===== config.mk =====
export PLATFORM = sky130hd
export DESIGN_NAME = pwm_generator_multi
export DESIGN_NICKNAME = d
export VERILOG_FILES = /design/src/rtl/pwm_pkg.sv /design/src/rtl/pwm_prescaler.sv /design/src/rtl/pwm_generator_multi.sv
export SDC_FILE = /design/constraint.sdc
export NUM_CORES = 1
export LEC_CHECK = 0
export ABC_AREA = 0
export BUFFER_PORTS_ARGS = -buffer_cell sky130_fd_sc_hd__buf_2
export CORE_MARGIN = 3
export CORE_UTILIZATION = 59
export DETAILED_ROUTE_END_ITERATION = 10
export PLACE_DENSITY_LB_ADDON = 0.12
export SLEW_MARGIN = 20
export SYNTH_ARGS = -nofsm -noshare
export SYNTH_HDL_FRONTEND = slang
export SYNTH_SLANG_ARGS = --single-unit

===== constraint.sdc =====
create_clock -name clock -period 3.6 [get_ports clock]
set_clock_uncertainty 0.05 [all_clocks]
set_input_delay 0.18 -clock clock [delete_from_list [all_inputs] [get_ports clock]]
set_output_delay 0.18 -clock clock [all_outputs]
set_load 0.03 [all_outputs]

===== src/rtl/pwm_pkg.sv =====
// Purpose: shared constants and types for the multi-channel PWM generator.
// Latency: n/a (definitions only).
// Backpressure: n/a.
//
// Holds the default counter/prescaler widths and the up/down direction type
// used when center-aligned counting (PWM_CENTER_ALIGN_EN) is compiled in.
package pwm_pkg;

   localparam int PWM_CNT_W_DEF = 16;
   localparam int PWM_PRE_W_DEF = 16;

   typedef enum logic {
      DIR_UP   = 1'b0,
      DIR_DOWN = 1'b1
   } dir_e;

endpackage


===== src/rtl/pwm_prescaler.sv =====
// Purpose: free-running clock prescaler producing a one-cycle tick every div+1 clocks.
// Latency: tick is combinational from the registered phase counter.
// Backpressure: none; enable=0 freezes the phase and suppresses tick.
//
// Ports: clock, reset (sync, active-high), enable, div (terminal count), tick.
module pwm_prescaler
   import pwm_pkg::*;
#(
   parameter int PRE_W = PWM_PRE_W_DEF
) (
   input  logic             clock,
   input  logic             reset,
   input  logic             enable,
   input  logic [PRE_W-1:0] div,
   output logic             tick
);

   localparam logic [PRE_W-1:0] C_ONE = PRE_W'(1);

   logic [PRE_W-1:0] r_pre;
   logic             w_at_end;

   // '>=' rather than '==' so a divide value lowered while disabled cannot
   // strand the phase above the terminal count.
   assign w_at_end = (r_pre >= div);
   assign tick     = enable & w_at_end;

   always_ff @(posedge clock) begin
      if (reset) begin
         r_pre <= '0;
      end else if (enable) begin
         r_pre <= w_at_end ? '0 : r_pre + C_ONE;
      end
   end

endmodule


===== src/rtl/pwm_generator_multi.sv =====
// Purpose: N_CH-channel PWM generator with shared prescaler, period counter and double-buffered config.
// Latency: pwm_out/period_tick registered, one clock after the count value they describe.
// Backpressure: none; enable=0 freezes counting and forces outputs low.
//
// Ports: clock, reset (sync, active-high), enable, prescale_div, period,
//        duty (channel i at [i*CNT_W +: CNT_W]), update (capture strobe),
//        update_pending, pwm_out, period_tick, count.
// Optional macro PWM_CENTER_ALIGN_EN adds input center_mode (captured with
// period) selecting up/down counting 0..period..0.
module pwm_generator_multi
   import pwm_pkg::*;
#(
   parameter int N_CH  = 4,
   parameter int CNT_W = PWM_CNT_W_DEF,
   parameter int PRE_W = PWM_PRE_W_DEF
) (
   input  logic                  clock,
   input  logic                  reset,
   input  logic                  enable,
   input  logic [PRE_W-1:0]      prescale_div,
   input  logic [CNT_W-1:0]      period,
   input  logic [N_CH*CNT_W-1:0] duty,
   input  logic                  update,
`ifdef PWM_CENTER_ALIGN_EN
   input  logic                  center_mode,
`endif
   output logic                  update_pending,
   output logic [N_CH-1:0]       pwm_out,
   output logic                  period_tick,
   output logic [CNT_W-1:0]      count
);

   localparam logic [CNT_W-1:0] C_ONE = CNT_W'(1);

   // Shadow (active) and pending (captured) configuration.
   logic [PRE_W-1:0]      r_pre_sh,  r_pre_pd;
   logic [CNT_W-1:0]      r_per_sh,  r_per_pd;
   logic [N_CH*CNT_W-1:0] r_duty_sh, r_duty_pd;
   logic                  r_upd_pend;

   logic [CNT_W-1:0]      r_count;
   logic [N_CH-1:0]       r_pwm;
   logic                  r_ptick;

   logic                  w_tick;
   logic                  w_wrap;
   logic [CNT_W-1:0]      w_count_nxt;
   logic [N_CH-1:0]       w_cmp;

`ifdef PWM_CENTER_ALIGN_EN
   logic                  r_ctr_sh, r_ctr_pd;
   dir_e                  r_dir, w_dir_nxt;
`endif

   pwm_prescaler #(.PRE_W(PRE_W)) u_prescaler (
      .clock  (clock),
      .reset  (reset),
      .enable (enable),
      .div    (r_pre_sh),
      .tick   (w_tick)
   );

   // Next count and wrap detection. A wrap is the tick on which count
   // returns to 0; it drives period_tick and the shadow reload.
   always_comb begin
      w_count_nxt = r_count;
      w_wrap      = 1'b0;
`ifdef PWM_CENTER_ALIGN_EN
      w_dir_nxt   = r_ctr_sh ? r_dir : DIR_UP;
`endif
      if (w_tick) begin
`ifdef PWM_CENTER_ALIGN_EN
         if (r_ctr_sh) begin
            if (r_dir == DIR_UP) begin
               if (r_count >= r_per_sh) begin
                  if (r_per_sh == '0) begin
                     w_count_nxt = '0;
                     w_wrap      = 1'b1;
                  end else begin
                     w_count_nxt = r_count - C_ONE;
                     w_dir_nxt   = DIR_DOWN;
                  end
               end else begin
                  w_count_nxt = r_count + C_ONE;
               end
            end else begin
               // Turning up at 0 marks the period boundary.
               if (r_count <= C_ONE) begin
                  w_count_nxt = '0;
                  w_dir_nxt   = DIR_UP;
                  w_wrap      = 1'b1;
               end else begin
                  w_count_nxt = r_count - C_ONE;
               end
            end
         end else
`endif
         if (r_count >= r_per_sh) begin
            w_count_nxt = '0;
            w_wrap      = 1'b1;
         end else begin
            w_count_nxt = r_count + C_ONE;
         end
      end
   end

   // Per-channel compares. In center mode the down leg uses '<=' so the
   // high pulse is symmetric about count 0 (2*duty ticks per period).
   for (genvar g = 0; g < N_CH; g++) begin : g_ch
      logic [CNT_W-1:0] w_duty;
      assign w_duty = r_duty_sh[g*CNT_W +: CNT_W];
`ifdef PWM_CENTER_ALIGN_EN
      assign w_cmp[g] = (r_ctr_sh && (r_dir == DIR_DOWN)) ? (r_count <= w_duty)
                                                          : (r_count <  w_duty);
`else
      assign w_cmp[g] = (r_count < w_duty);
`endif
   end

   always_ff @(posedge clock) begin
      if (reset) begin
         r_pwm <= '0;
      end else begin
         r_pwm <= enable ? w_cmp : '0;
      end
   end

   always_ff @(posedge clock) begin
      if (reset) begin
         r_pre_sh   <= '0;
         r_per_sh   <= '0;
         r_duty_sh  <= '0;
         r_pre_pd   <= '0;
         r_per_pd   <= '0;
         r_duty_pd  <= '0;
         r_upd_pend <= 1'b0;
         r_count    <= '0;
         r_ptick    <= 1'b0;
`ifdef PWM_CENTER_ALIGN_EN
         r_ctr_sh   <= 1'b0;
         r_ctr_pd   <= 1'b0;
         r_dir      <= DIR_UP;
`endif
      end else begin
         r_ptick <= w_wrap;
         if (enable) begin
            r_count <= w_count_nxt;
`ifdef PWM_CENTER_ALIGN_EN
            r_dir   <= w_dir_nxt;
`endif
            // Apply the values pending before this cycle; a capture landing
            // on the wrap itself stays pending for the next wrap.
            if (w_wrap && r_upd_pend) begin
               r_pre_sh  <= r_pre_pd;
               r_per_sh  <= r_per_pd;
               r_duty_sh <= r_duty_pd;
`ifdef PWM_CENTER_ALIGN_EN
               r_ctr_sh  <= r_ctr_pd;
`endif
            end
            if (update) begin
               r_pre_pd   <= prescale_div;
               r_per_pd   <= period;
               r_duty_pd  <= duty;
`ifdef PWM_CENTER_ALIGN_EN
               r_ctr_pd   <= center_mode;
`endif
               r_upd_pend <= 1'b1;
            end else if (w_wrap) begin
               r_upd_pend <= 1'b0;
            end
         end else if (update) begin
            // Stopped: nothing to stay aligned with, load the shadows directly.
            r_pre_sh   <= prescale_div;
            r_per_sh   <= period;
            r_duty_sh  <= duty;
`ifdef PWM_CENTER_ALIGN_EN
            r_ctr_sh   <= center_mode;
`endif
            r_upd_pend <= 1'b0;
         end
      end
   end

   assign update_pending = r_upd_pend;
   assign pwm_out        = r_pwm;
   assign period_tick    = r_ptick;
   assign count          = r_count;

endmodule


# After elaboration in Yosys (flattened, before gate mapping)
# Index checks and enable logic that the tools add are counted.
[totals]
regBits = 230
latch_bits = 0
ramBits = 0
romBits = 0
input_bits = 100
output_inout_bits = 22
word_cells = 47
n_memories = 0
[classes]
add_sub_neg = 2
multipliers = 0
div_mod_pow = 0
order_cmp = 6
n_eq_ne = 1
shifts = 0
mux = 17
bitwise = 2
n_reduce_logical = 8
[ops]
columns = ["cell", "n"]
rows = [
  ["$mux W64", 3],
  ["$mux W16", 8],
  ["$lt A16 B16 Y1", 4],
  ["$add A16 B1 Y16 const B", 2],
  ["$ge A16 B16 Y1", 2],
  ["$reduce_and A2 Y1", 4],
  ["$mux W1", 6],
  ["$reduce_bool A2 Y1", 2],
  ["$ne A2 B1 Y1 const B", 1],
  ["$reduce_or A2 Y1", 1],
  ["$and A1 B1 Y1", 1],
  ["$logic_and A1 B1 Y1", 1],
  ["$not A1 Y1", 1],
]

# Depth between registers and ports, before layout
[logic_depth]
word_depth = 6
ltp_mapped = 11
ltp_nobuf = 8

# By module
# From an unflattened synthesis, not the netlist that was laid out.
[unflattened]
hier_cells = 1433
hier_area_um2 = 11976.5
[modules_own_cells]
columns = ["module", "n_inst", "cells_per_inst", "area_each_um2", "seq_area_each_um2"]
rows = [
  ["pwm_generator_multi", 1, 1297, 10864.2, 4284.1],
  ["pwm_prescaler", 1, 136, 1112.3, 320.3],
]

# Least setup slack after synthesis
# OpenSTA, ideal clock, no wires.
[synth_timing]
path_kind = "flip-flop to flip-flop"
from = "register r_count[0] (netlist: count[0])"
to = "register r_duty_sh[1]"
setup_time_ps = 91
arrival_time_ps = 2732
t_required_ps = 3459
slack_ps = 727
path_stages_with_launch = 12
n_path_buf = 3
period_less_slack_ps = 2873
path_cell_list = "dfxtp_1 -> inv_1 -> ha_1 -> nand2b_1 -> a2111oi_0 -> nand3b_1 -> a31o_2 -> clkbuf_1 -> clkbuf_1 -> clkbuf_1 -> nor4_1 -> a311oi_1"
[synth_between]
elab_chain_len = 6
[synth_lines]
columns = ["item", "line", "rtl"]
rows = [
  ["from (decl)", "pwm_generator_multi.sv:41", "logic [CNT_W-1:0] r_count;"],
  ["from (signal assigned)", "pwm_generator_multi.sv:147", "r_count <= w_count_nxt;"],
  ["$ge A16 B16 Y1", "pwm_generator_multi.sv:98", "if (r_count >= r_per_sh) begin"],
  ["$mux W1", "pwm_generator_multi.sv:98", ""],
  ["$mux W1", "pwm_generator_multi.sv:71", "if (w_tick) begin"],
  ["$logic_and A1 B1 Y1", "pwm_generator_multi.sv:153", "if (w_wrap && r_upd_pend) begin"],
  ["$ne A2 B1 Y1 (no line)", "-", ""],
  ["$reduce_and A2 Y1 (no line)", "-", ""],
  ["to (signal assigned)", "pwm_generator_multi.sv:156", "r_duty_sh <= r_duty_pd;"],
  ["to (signal assigned)", "pwm_generator_multi.sv:176", "r_duty_sh <= duty;"],
  ["to (decl)", "pwm_generator_multi.sv:38", "logic [N_CH*CNT_W-1:0] r_duty_sh, r_duty_pd;"],
]
# Every way passes these cells.
# A chain may end at the register's enable or synchronous reset.

# Worst setup path in the final report
[layout_timing]
from = "register u_prescaler.r_pre[0]"
to = "register r_duty_sh[53]"
[layout_between]
elab_chain_len = 6
[layout_lines]
columns = ["item", "line", "rtl"]
rows = [
  ["from (decl)", "pwm_prescaler.sv:20", "logic [PRE_W-1:0] r_pre;"],
  ["from (signal assigned)", "pwm_prescaler.sv:32", "r_pre <= w_at_end ? '0 : r_pre + C_ONE;"],
  ["$ge A16 B16 Y1", "pwm_prescaler.sv:25", "assign w_at_end = (r_pre >= div);"],
  ["$and A1 B1 Y1", "pwm_prescaler.sv:26", "assign tick = enable & w_at_end;"],
  ["$mux W1", "pwm_generator_multi.sv:71", ""],
  ["$logic_and A1 B1 Y1", "pwm_generator_multi.sv:153", ""],
  ["$ne A2 B1 Y1 (no line)", "-", ""],
  ["$reduce_and A2 Y1 (no line)", "-", ""],
]
# Every way passes these cells.

==> results_dict.tcl <==
set metrics [dict create \
    fin_crit_sh 0.8476 \
    syn_inst 1391 \
    worst_hold_path_type "input pin to register" \
    drive_above_1_share 0.1298 \
    path_cells "inv_1, ha_1, nand2b_1, a2111oi_0, o21ai_1, a2111oi_4, buf_4, nor4_1, a311oi_1" \
    vdd_drop_max_mv 0.3787 \
    layoutNonFillerInstCount 1832 \
    ioPinCount 122 \
    cts_max_level 1 \
    synth_flop_cell "dfxtp_1" \
    critPathTopFamily "compound AO/OA/AOI/OAI gates" \
    grt_max_degree 111 \
    first_global_vias 10790 \
    hold_depth 2 \
    final.min_clock_period_ps 3051 \
    clkTransAtPathRegs_ps 60 \
    yosys-top-cells-area "dfxtp_1, ha_1, nand2_1" \
    ant_nets 0 \
    final_max_slew_viol_count 0 \
    synth-simple-area-share 0.1790 \
    cpPeakStageDelay_ps 520 \
    routedWlPerCell_um 18.72 \
    fmax_ghz 0.3277 \
    synth_fp_nets 1585 \
    numClockSinks 230 \
    synth.top_cell.area_share 0.4023 \
    synthToLayoutAreaGrowth_pct 23.05 \
    ys_ff_latch 230 \
    hp-start "reset" \
    cts_buffers 25 \
    hold_viol_final 0 \
    crit_path_max_fanout 43 \
    drc 0 \
    post_drt_via_cell_ratio 6.174 \
    die_area_sq_um 21100 \
    worst_pin_slew_ps 1101 \
    synth_edf_count 0 \
    syn_area_sq_um 11440 \
    synth_compound_area_frac 0.2307 \
    hpwl_mm 20.44 \
    die_w_um 145.3 \
    reg2reg_to "r_duty_sh[53]" \
    synthAdderAreaFrac 0.1028 \
    layout.nets 1748 \
    cp_slowest_cell "buf_4" \
    placementRows 50 \
    ys_warn_count 0 \
    leakage_uw 0.005552 \
    highest_layer "met4" \
    gp_congestion 0.8376 \
    synthMuxAreaShare 0 \
    fin_tns_setup_ps 0 \
    post-synth-top-area-cell "dfxtp_1" \
    overflow 0 \
    diodes 0 \
    dr_wl_met3_mm 2.519 \
    initial_core_util 0.6058 \
    routed_wl_mm 34.30 \
    synth_cell_types 43 \
    ys_seq_area_frac 0.4023 \
    first_iter_violations 1054 \
    synth-async-reset-ratio 0 \
    port_buffers 121 \
    worstPathArrival_ps 3420 \
    dr.pass1.iters 5 \
    dp.cells 1691 \
    cts_tree "done" \
    start_kind "register" \
    core_sq_um 18890 \
    required_ps 3970 \
    crit_type "register to register" \
    synthTopCellsByCount "dfxtp_1, nand2_1, a21oi_1, o21ai_0, clkbuf_1" \
    clockBufferDepth 3 \
    rr_worst_depth 9 \
    avgSynthCellArea_sq_um 8.228 \
    synth_most_common_cell "dfxtp_1" \
    synth_top_family_by_area "compound AO/OA/AOI/OAI gates" \
    wl_met2_mm 16.11 \
    p_per_area_nw_per_um2 428.0 \
    dieHeight_um 145.3 \
    rsz0062_at_grt "no" \
    finalSetupViolCount 0 \
    synth_xor_area_frac 0.01148 \
    min_to "r_duty_pd[16]" \
    insertion_delay_ps 520 \
    num_vias 11310 \
    root_buffer "clkbuf_16" \
    m1WireLength_mm 14.83 \
    track_usage 0.3112 \
    postCtsHoldBufs 96 \
    antenna_found_initial 0 \
    slew_headroom 0.2662 \
    cp-startpoint "u_prescaler.r_pre[0]" \
    grt_pass1_wl_mm 55.70 \
    r2r_start "u_prescaler.r_pre[0]" \
    status "finished clean" \
    drv_cap 0 \
    r2r_slack_ps 550 \
    crit_buf_inv 2 \
    cp-end-kind "register" \
    cts_resized 0 \
    cts_setup_buffers 0 \
]
per-layer routing:
metal,up-vias,track usage
met4,0,0.08452
li1,5415,-
met3,72,0.04622
met2,485,0.5197
met5,-,0
met1,5338,0.4224
cell usage in the layout, fill, tap and decap left out, types with 3 or more instances in the layout:
cell / netlist / layout
clkbuf_1: 105 / 6
nor4_1: 104 / 104
a211oi_1: 18 / 18
a21oi_1: 122 / 122
buf_12: 0 / 7
dfxtp_1: 230 / 230
nand2_1: 211 / 209
o2bb2ai_1: 3 / 3
clkinv_2: 0 / 5
ha_1: 94 / 94
dlygate4sd3_1: 0 / 96
inv_1: 101 / 99
and2_1: 3 / 3
o21a_1: 3 / 3
nor3b_1: 6 / 6
clkbuf_8: 0 / 4
nor3_1: 27 / 27
a311oi_1: 90 / 90
clkbuf_16: 0 / 25
nand4_1: 15 / 15
xnor2_1: 5 / 5
a21o_1: 25 / 25
xor2_1: 10 / 10
buf_4: 4 / 31
a32o_1: 11 / 11
nor2_1: 18 / 17
and3_1: 7 / 7
nand3_1: 24 / 24
nand2b_1: 7 / 7
o211ai_1: 9 / 9
o21ai_0: 111 / 111
buf_2: 6 / 120
registers in the layout (all words and copies together) (netlist names):
signal,flops
count,16
r_pre_pd,16
r_pre_sh,16
r_duty_pd,64
period_tick,1
r_per_sh,16
update_pending,1
pwm_out,4
u_prescaler.r_pre,16
r_duty_sh,64
r_per_pd,16
stage by stage:
step                      worst slack, ps  instance area [sq um]  power (uW)  hold WS (ps)  utilization
final                               548.7                  14080        6027         90.15       0.7454
after global routing                214.6                  14080        6223         97.86       0.7454
after CTS                           580.3                  14080        6030         78.43       0.7454
after detailed placement            594.8                  12310        3417         386.4       0.6513
after global placement              720.6                  12310        3397         380.1       0.6513
after floorplan                     727.4                  11440        3193         266.0            -
worst max path at each step:
stage | end | slack, ps | cells after the start
3_5_place_dp | u_prescaler.r_pre[3] | 590 | 9
3_3_place_gp | u_prescaler.r_pre[4] | 720 | 9
6_report | r_duty_sh[53] | 550 | 9
4_1_cts | u_prescaler.r_pre[3] | 580 | 9
5_1_grt | u_prescaler.r_pre[10] | 210 | 9
2_1_floorplan | r_duty_sh[1] | 730 | 11
cell type report:
type / count / area (sq um)
clock inverters: 10 / 112.6
flip-flops and latches: 230 / 4604
inverters: 101 / 380.4
repair buffers: 254 / 1934
clock buffers: 35 / 703.2
well taps: 260 / 325.3
multi-input cells: 942 / 6022
fillers: 1427 / 4811
where the power goes:
part / switching [uW] / total, uW / leakage, uW / internal [uW]
Clock: 1060 / 2570 / 0.000396 / 1510
Sequential: 51.5 / 2730 / 0.00189 / 2670
Combinational: 442 / 735 / 0.00327 / 292
Total: 1550 / 6030 / 0.00555 / 4470
cells by family after synthesis:
kind of cell / after synthesis
simple gates: 427
compound gates: 406
flops: 230
buf+inv: 219
fa+ha+maj: 94
xor+xnor: 15
(Power assumes the default switching activity.)
